File: src/rtl/cache_ctrl.sv
`timescale 1ns/1ps
// cache_ctrl: direct-mapped, write-through, no-write-allocate byte cache sitting between a
// CPU requester and a byte-addressed 1 KiB memory with 32-bit read words.
//
// Request flow: Idle -> Read (registered line read) -> Lookup, then one of
//   read hit  -> Respond
//   read miss -> Refill   -> Respond
//   write     -> WriteMem -> Respond
// Respond drives the one-cycle o_cpu_ready pulse. The memory wait is bounded by TIMEOUT_CYCLES.
// Only a completed wait returns normally. If the wait times out, the response carries
// o_cpu_err instead.
//
// Optional feature: define CACHE_STATS_EN to build saturating 16-bit hit/miss counters;
// without it o_hit_count/o_miss_count are tied to zero.

module cache_ctrl #(
    parameter int unsigned NUM_LINES      = 8,
    parameter int unsigned TIMEOUT_CYCLES = 15
) (
    input  logic        i_clk,
    input  logic        i_rst_n,
    input  logic        i_cpu_req,
    input  logic        i_cpu_we,
    input  logic [9:0]  i_cpu_addr,
    input  logic [7:0]  i_cpu_wdata,
    output logic [7:0]  o_cpu_rdata,
    output logic        o_cpu_ready,
    output logic        o_cpu_err,
    output logic        o_cpu_busy,
    output logic        o_mem_read_req,
    output logic        o_mem_write_req,
    output logic [9:0]  o_mem_addr,
    output logic [7:0]  o_mem_wdata,
    input  logic [31:0] i_mem_rdata,
    input  logic        i_mem_rr,
    input  logic        i_mem_wr,
    output logic [15:0] o_hit_count,
    output logic [15:0] o_miss_count
);

    localparam int unsigned INDEX_W  = $clog2(NUM_LINES);
    localparam int unsigned TAG_W    = 8 - INDEX_W;
    localparam logic [7:0]  TMO_LAST = 8'(TIMEOUT_CYCLES - 1);

    typedef enum logic [2:0] {
        StIdle,
        StRead,
        StLookup,
        StRefill,
        StWriteMem,
        StRespond
    } state_t;

    // Selects byte 'off' from a big-endian word: offset 0 lives in [31:24].
    function automatic logic [7:0] f_sel_byte(input logic [31:0] word, input logic [1:0] off);
        logic [7:0] b;
        unique case (off)
            2'd0:    b = word[31:24];
            2'd1:    b = word[23:16];
            2'd2:    b = word[15:8];
            default: b = word[7:0];
        endcase
        return b;
    endfunction

    state_t               r_state;
    logic [9:0]           r_addr;
    logic                 r_we;
    logic [7:0]           r_wdata;
    logic [7:0]           r_tmo_cnt;
    logic                 r_wr_hit;

    // Line array; data and tag carry no reset because r_valid qualifies them.
    logic [NUM_LINES-1:0] r_valid;
    logic [TAG_W-1:0]     r_tag  [NUM_LINES];
    logic [31:0]          r_data [NUM_LINES];

    // Registered copy of the indexed line, taken in StRead.
    logic                 r_rd_valid;
    logic [TAG_W-1:0]     r_rd_tag;
    logic [31:0]          r_rd_data;

    logic [7:0]           r_cpu_rdata;
    logic                 r_cpu_ready;
    logic                 r_cpu_err;
    logic                 r_cpu_busy;
    logic                 r_mem_read_req;
    logic                 r_mem_write_req;
    logic [9:0]           r_mem_addr;
    logic [7:0]           r_mem_wdata;

    logic [INDEX_W-1:0]   w_index;
    logic [TAG_W-1:0]     w_tag;
    logic [1:0]           w_offset;
    logic                 w_hit;
    logic                 w_tmo;
    logic [31:0]          w_merged;
    logic                 w_line_we;
    logic [31:0]          w_line_wdata;

    assign w_offset = r_addr[1:0];
    assign w_index  = r_addr[2 +: INDEX_W];
    assign w_tag    = r_addr[9 -: TAG_W];
    assign w_hit    = r_rd_valid && (r_rd_tag == w_tag);
    assign w_tmo    = (r_tmo_cnt == TMO_LAST);

    // Cached line with the pending write byte merged in, used for write hits.
    always_comb begin
        w_merged = r_rd_data;
        unique case (w_offset)
            2'd0:    w_merged[31:24] = r_wdata;
            2'd1:    w_merged[23:16] = r_wdata;
            2'd2:    w_merged[15:8]  = r_wdata;
            default: w_merged[7:0]   = r_wdata;
        endcase
    end

    // Line write port: write hit in Lookup, or refill completing in Refill.
    always_comb begin
        w_line_we    = 1'b0;
        w_line_wdata = w_merged;
        if (r_state == StLookup && r_we && w_hit) begin
            w_line_we = 1'b1;
        end else if (r_state == StRefill && i_mem_rr) begin
            w_line_we    = 1'b1;
            w_line_wdata = i_mem_rdata;
        end
    end

    // Line data/tag storage update.
    always_ff @(posedge i_clk) begin
        if (w_line_we) begin
            r_data[w_index] <= w_line_wdata;
            r_tag[w_index]  <= w_tag;
        end
    end

    // Main controller FSM with registered CPU and memory-side outputs.
    always_ff @(posedge i_clk or negedge i_rst_n) begin
        if (!i_rst_n) begin
            r_state         <= StIdle;
            r_addr          <= '0;
            r_we            <= 1'b0;
            r_wdata         <= '0;
            r_tmo_cnt       <= '0;
            r_wr_hit        <= 1'b0;
            r_valid         <= '0;
            r_rd_valid      <= 1'b0;
            r_rd_tag        <= '0;
            r_rd_data       <= '0;
            r_cpu_rdata     <= '0;
            r_cpu_ready     <= 1'b0;
            r_cpu_err       <= 1'b0;
            r_cpu_busy      <= 1'b0;
            r_mem_read_req  <= 1'b0;
            r_mem_write_req <= 1'b0;
            r_mem_addr      <= '0;
            r_mem_wdata     <= '0;
        end else begin
            case (r_state)
                StIdle: begin
                    if (i_cpu_req) begin
                        r_addr     <= i_cpu_addr;
                        r_we       <= i_cpu_we;
                        r_wdata    <= i_cpu_wdata;
                        r_cpu_busy <= 1'b1;
                        r_state    <= StRead;
                    end
                end
                StRead: begin
                    r_rd_valid <= r_valid[w_index];
                    r_rd_tag   <= r_tag[w_index];
                    r_rd_data  <= r_data[w_index];
                    r_state    <= StLookup;
                end
                StLookup: begin
                    r_wr_hit <= r_we && w_hit;
                    if (r_we) begin
                        // Write-through for hits and misses; a miss never allocates.
                        r_mem_write_req <= 1'b1;
                        r_mem_addr      <= r_addr;
                        r_mem_wdata     <= r_wdata;
                        r_tmo_cnt       <= '0;
                        r_state         <= StWriteMem;
                    end else if (w_hit) begin
                        r_cpu_ready <= 1'b1;
                        r_cpu_err   <= 1'b0;
                        r_cpu_rdata <= f_sel_byte(r_rd_data, w_offset);
                        r_state     <= StRespond;
                    end else begin
                        r_mem_read_req <= 1'b1;
                        r_mem_addr     <= {r_addr[9:2], 2'b00};
                        r_tmo_cnt      <= '0;
                        r_state        <= StRefill;
                    end
                end
                StRefill: begin
                    if (i_mem_rr) begin
                        r_mem_read_req   <= 1'b0;
                        r_mem_addr       <= '0;
                        r_valid[w_index] <= 1'b1;
                        r_cpu_ready      <= 1'b1;
                        r_cpu_err        <= 1'b0;
                        r_cpu_rdata      <= f_sel_byte(i_mem_rdata, w_offset);
                        r_state          <= StRespond;
                    end else if (w_tmo) begin
                        // Memory never answered: abandon the refill, line stays as it was.
                        r_mem_read_req <= 1'b0;
                        r_mem_addr     <= '0;
                        r_cpu_ready    <= 1'b1;
                        r_cpu_err      <= 1'b1;
                        r_cpu_rdata    <= '0;
                        r_state        <= StRespond;
                    end else begin
                        r_tmo_cnt <= r_tmo_cnt + 8'd1;
                    end
                end
                StWriteMem: begin
                    if (i_mem_wr || w_tmo) begin
                        r_mem_write_req <= 1'b0;
                        r_mem_addr      <= '0;
                        r_mem_wdata     <= '0;
                        r_cpu_ready     <= 1'b1;
                        r_cpu_err       <= !i_mem_wr;
                        r_cpu_rdata     <= '0;
                        r_state         <= StRespond;
                        // The cached byte no longer matches memory after a failed write.
                        if (!i_mem_wr && r_wr_hit) begin
                            r_valid[w_index] <= 1'b0;
                        end
                    end else begin
                        r_tmo_cnt <= r_tmo_cnt + 8'd1;
                    end
                end
                StRespond: begin
                    r_cpu_ready <= 1'b0;
                    r_cpu_err   <= 1'b0;
                    r_cpu_rdata <= '0;
                    r_cpu_busy  <= 1'b0;
                    r_state     <= StIdle;
                end
                default: begin
                    r_state <= StIdle;
                end
            endcase
        end
    end

    assign o_cpu_rdata     = r_cpu_rdata;
    assign o_cpu_ready     = r_cpu_ready;
    assign o_cpu_err       = r_cpu_err;
    assign o_cpu_busy      = r_cpu_busy;
    assign o_mem_read_req  = r_mem_read_req;
    assign o_mem_write_req = r_mem_write_req;
    assign o_mem_addr      = r_mem_addr;
    assign o_mem_wdata     = r_mem_wdata;

`ifdef CACHE_STATS_EN
    logic [15:0] r_hit_count;
    logic [15:0] r_miss_count;

    // Saturating hit/miss counters, stepped once per lookup.
    always_ff @(posedge i_clk or negedge i_rst_n) begin
        if (!i_rst_n) begin
            r_hit_count  <= '0;
            r_miss_count <= '0;
        end else if (r_state == StLookup) begin
            if (w_hit) begin
                if (r_hit_count != 16'hFFFF) begin
                    r_hit_count <= r_hit_count + 16'd1;
                end
            end else if (r_miss_count != 16'hFFFF) begin
                r_miss_count <= r_miss_count + 16'd1;
            end
        end
    end

    assign o_hit_count  = r_hit_count;
    assign o_miss_count = r_miss_count;
`else
    assign o_hit_count  = '0;
    assign o_miss_count = '0;
`endif

endmodule

File: config.mk
export PLATFORM = sky130hd
export DESIGN_NAME = cache_ctrl
export DESIGN_NICKNAME = d
export VERILOG_FILES = /design/src/rtl/cache_ctrl.sv
export SDC_FILE = /design/constraint.sdc
export NUM_CORES = 1
export LEC_CHECK = 0
export BUFFER_PORTS_ARGS = -buffer_cell sky130_fd_sc_hd__buf_2
export CAP_MARGIN = 20
export CELL_PAD_IN_SITES_DETAIL_PLACEMENT = 1
export CELL_PAD_IN_SITES_GLOBAL_PLACEMENT = 1
export CORE_AREA = 2 2 225 227
export CTS_BUF_LIST = sky130_fd_sc_hd__clkbuf_8
export DETAILED_ROUTE_END_ITERATION = 10
export DIE_AREA = 0 0 227 229
export HOLD_SLACK_MARGIN = 0.05
export PLACE_DENSITY = 0.67
export SLEW_MARGIN = 20
export SYNTH_ARGS = -nofsm -noshare
export SYNTH_HDL_FRONTEND = slang
export SYNTH_SLANG_ARGS = --single-unit
File: constraint.sdc
create_clock -name i_clk -period 9.13 [get_ports i_clk]
set_clock_uncertainty 0.2 [all_clocks]
set_input_delay 2.739 -clock i_clk [delete_from_list [all_inputs] [get_ports i_clk]]
set_output_delay 2.739 -clock i_clk [all_outputs]
set_load 0.05 [all_outputs]
### After elaboration in Yosys (flattened, before gate mapping)

Memory sizes are Yosys's and may differ from the RTL's. A register that Yosys moved wholly into a read port is not among the register bits.
Index checks and enable logic that the tools add are counted.

* register bits after elaboration: 71
* latch bits: 0
* bits in writable memories: 296
* bits in read-only memories: 0
* input bits: 56
* memories: 2

Memories
* r_data: words 8, bits a word 32, read ports 1, clocked after memory_dff 1, wr ports 1, RTL line 76 `logic [31:0] r_data [NUM_LINES];`
* r_tag: words 8, bits a word 5, read ports 1, clocked after memory_dff 1, wr ports 1, RTL line 75 `logic [TAG_W-1:0] r_tag [NUM_LINES];`

* add/subtract/negate cells: 1
* $mul: 0
* divide/modulo/power cells: 0
* order comparisons: 2
* eq/ne operators: 22
* shift-type cells: 0
* muxes and demuxes: 68
* bitwise logic cells: 3
* reduce and logical (&&, ||, !) cells: 29

Operator list (number)
* $mux W8: 18
* $pmux W8 S3: 3
* $mux W32: 2
* $mux W10: 5
* $pmux W8 S2: 2
* $pmux W8 S4: 1
* $pmux W10 S3: 1
* $mux W1: 22
* $ne A2 B2 Y1 const B: 11
* $mux W3: 6
* $pmux W3 S5: 1
* $reduce_and A4 Y1: 3
* $reduce_and A5 Y1: 2
* $add A8 B1 Y8 const B: 1
* $and A8 B8 Y8: 1
* $eq A8 B4 Y1 const B: 1
* $not A8 Y8: 1
* $or A8 B8 Y8: 1
* $pmux W1 S4: 2
* $reduce_bool A2 Y1: 4
* $logic_and A1 B1 Y1: 7
* $eq A3 B2 Y1 const B: 2
* $eq A3 B3 Y1 const B: 2
* $ne A3 B3 Y1 const B: 2
* other kinds (18): 24

### Depth between registers and ports, before layout

* word-level depth: 9
* depth in mapped cells: 8

### Worst setup path after synthesis

No wires, ideal clock.

* path type: input -> register
* start point: in i_mem_rr
* end point: mem r_data[3][0] (enable)
* setup time: 0.477 ns
* arrival: 5.835 ns
* data required time: 8.453 ns
* slack: 2.618 ns
* stages: 4
* path buffers: 1
* path through: and2_1 > buf_2 > a31oi_1 > nor3_1

* longest elaborated chain between the ends: 5

RTL lines
* from (decl): RTL line 35 `input logic i_mem_rr,`
* $logic_and A1 B1 Y1: RTL line 124 `end else if (r_state == StRefill && i_mem_rr) begin`
* $mux W1: RTL line 124
* $mux W1: RTL line 122 `if (r_state == StLookup && r_we && w_hit) begin`
* $mux W1: RTL line 132 `if (w_line_we) begin`
* $mux W1 (implied by the code): RTL line 133 `r_data[w_index] <= w_line_wdata;`
* to (decl): RTL line 76

No other way between the ends.

### Final worst setup path

* start point: in i_mem_rr
* end point: mem r_data[3][5] (enable)

Same word-level chain as after synthesis.

==> flow_metrics.py <==
metrics = {
    "finish": {
        "layout-drive-gt1-share_pct": 24.8,
        "layout_common_cells": "296 x edfxtp_1, 105 x dfrtp_1, 85 x buf_2",
        "num-fill-cells": 5168,
        "fin_area_um2": 19600,
        "final_common_cell": "edfxtp_1",
        "seqCellArea_um2": 11600,
        "multi_input_area_um2": 5140,
        "area_growth_pct": 14.5,
        "final_util_pct": 39.4,
        "nets": 1296,
    },
    "cts": {
        "cts.hold.buffers_added": 0,
        "clk_latency_ns": 0.61,
        "cts_buffers": 68,
        "cts_max_path_buffers": 3,
        "clk_pin_slew_ns": 0.06,
        "cts_resized": 0,
        "cts.htree.levels": 3,
        "cts_tree": "built",
        "cts.sinks": 404,
        "cts_root_buffer": "clkbuf_8",
        "cts_setup_buffers": 0,
    },
    "timing": {
        "slew_violations": 0,
        "final_hold_viol_count": 0,
        "fin_crit_ns": 5.59,
        "relSlewSlack_pct": 26.5,
        "worst_pin_slew_ns": 1.10,
        "fmax_mhz": 179,
        "fin_setup_tns_ns": 0,
        "holdWs_ns": 0.289,
        "rsz0062_at_grt": "no",
        "finalCritPeriodShare_pct": 61.2,
        "setup_viol": 0,
    },
    "floorplan": {
        "io_pins": 119,
        "die_area_um2": 52000,
        "start_util_pct": 34.4,
        "die_h_um": 229,
        "core_um2": 49700,
        "rows": 82,
        "die_w_um": 227,
    },
    "global_routing": {
        "overflow": 0,
        "grt_max_degree": 78,
        "grt_busiest_layer": "met2",
        "antenna_found_initial": 4,
        "grt_pass1_wl_um": 71400,
        "grt.met3_usage_pct": 3.60,
        "grt_pass1_vias": 11200,
        "grtUsageMet1_pct": 25.4,
        "grtUsageMet2_pct": 29.6,
        "grt_usage_pct": 18.5,
    },
    "route": {
        "final_antenna_net_count": 0,
        "drtIter0Drc": 951,
        "wirelength_um": 47500,
        "drt_first_pass_iters": 5,
        "drc": 0,
        "wire_per_inst_um": 24.2,
        "viasPerCell": 5.33,
        "num_vias": 10500,
    },
    "synth": {
        "synth_edf_count": 296,
        "seq_area_frac_synth_pct": 67.8,
        "syn_area_um2": 17100,
        "synthCells": 1127,
        "synth.yosys.warnings": 0,
        "postSynthAreaPerCell_um2": 15.2,
        "ys.flop_type": "edfxtp_1",
        "synth_cell_types": 62,
        "ys_seq_elements": 404,
        "synth-async-reset-ratio_pct": 26.7,
    },
    "power": {
        "p_comb_share_pct": 35.8,
        "clkPwrFrac_pct": 22.4,
        "ir_drop_uv": 160,
        "internal_power_uw": 4350,
        "p_per_area_nw_per_um2": 364,
        "p_sw_uw": 2770,
        "p_seq_share_pct": 41.8,
        "p_leak_uw": 0.00706,
        "swShare_pct": 38.9,
    },
    "critical_path": {
        "path_class": "input port to register",
        "end_kind": "register",
        "slowest_delay_ns": 0.97,
        "crit_chain": "buf_2 > and2_2 > buf_4 > a31oi_2 > nor3_2 > buf_4",
        "crit_fanout": 75,
        "slowest_stage": "nor3_2",
        "path_common_cell": "buf_4",
        "reg2reg_slack_ns": 4.87,
        "cp.required_ns": 9.16,
        "path_buf_inv": 3,
        "worstPathArrival_ns": 5.62,
        "cp-start-kind": "input port",
        "critical_path.top_delay_family": "buffers and inverters",
    },
    "job": {
        "max_cap_violations": 0,
    },
    "placed_design": {
        "dp_hpwl_um": 28000,
        "place_congestion": 0.754,
        "port-buffer-count": 86,
        "place_area_um2": 18200,
    },
    "min_path": {
        "hold_class": "register to register",
    },
    "status": {
        "status": "completed",
    },
}
power groups by stage:
stage,combinational (uW),sequential [uW],clock [uW]
finish,2550,2980,1600
global route,2760,3030,1710
floorplan,1710,2950,0
global placement,2480,3000,0
CTS,2570,2980,1640
detailed placement,2560,3010,0
layer usage:
metal  wire [um]  vias up
met4        1290        2
met5          13        -
met3        2430       96
met1       21400     5541
li1            -     4545
met2       22400      302
registers in the layout (all words and copies together) (netlist names), named ones only:
register	count
r_data	256
r_tag	40
r_rd_data	32
o_mem_addr	10
r_addr	10
o_cpu_rdata	8
o_mem_wdata	8
r_tmo_cnt	8
r_wdata	8
r_rd_tag	5
r_state	3
o_cpu_busy	1
o_cpu_err	1
o_cpu_ready	1
o_mem_read_req	1
o_mem_write_req	1
r_rd_valid	1
r_we	1
r_wr_hit	1
logic make-up after synthesis:
logic type	Yosys count	synth area share (%)
flops	404	67.8
compound gates	251	10.1
simple gates	192	5.17
mux	167	13.3
buf+inv	105	3.26
xor+xnor	5	0.256
fa+ha+maj	2	0.146
other cells	1	0.0219
synthesized netlist by cell type (all sizes together) (3+ instances only):
library cell	n	area, um2
a211oi	3	27.5
o22a	5	43.8
a221o	6	60.1
nor3	8	55.1
mux2	58	653
and3	4	25.0
nor2	76	295
nand3	3	15.0
o211ai	3	22.5
nand2	65	244
o21ai	59	295
buf	67	414
edfxtp	296	8890
mux2i	67	671
nor2b	11	68.8
o31ai	5	37.5
clkbuf	36	135
o21a	3	22.5
a31oi	8	50.1
xnor2	3	26.3
and2	9	56.3
dfrtp	108	2700
nand2b	8	50.1
a32o	8	80.1
a221oi	19	166
a22oi	26	195
a22o	27	236
a21oi	61	305
mux4	42	946
area by class of cell:
class,count,area share [%]
well taps,672,4.30
flip-flops and latches,404,59.3
repair buffers,113,3.25
clock buffers,75,5.27
inverters,2,0.0384
clock inverters,51,1.59
diodes,1,0.0128
multi-input cells,649,26.3
stage by stage:
step,setup WS [ns],instances,total power (uW)
6_report,3.54,1967,7120
3_5_place_dp,2.89,1840,5570
5_1_grt,3.39,1967,7500
3_3_place_gp,3.00,1840,5470
4_1_cts,3.51,1966,7180
2_1_floorplan,2.62,1158,4660
final timing paths:
path,cells after the start,end,start
min reg2reg,1,o_cpu_rdata[0]$_DFFE_PN0P_,o_cpu_rdata[0]$_DFFE_PN0P_
min in group asynchronous,1,o_mem_addr[2]$_DFFE_PN0P_,i_rst_n
max reg2reg,6,r_data[3][5]$_DFFE_PP_,r_state[0]$_DFFE_PN0P_
max in group asynchronous,2,r_addr[3]$_DFFE_PN0P_,i_rst_n
min,1,o_cpu_rdata[0]$_DFFE_PN0P_,o_cpu_rdata[0]$_DFFE_PN0P_
max,6,r_data[3][5]$_DFFE_PP_,i_mem_rr
No activity file was read; power rests on OpenSTA's default activity.
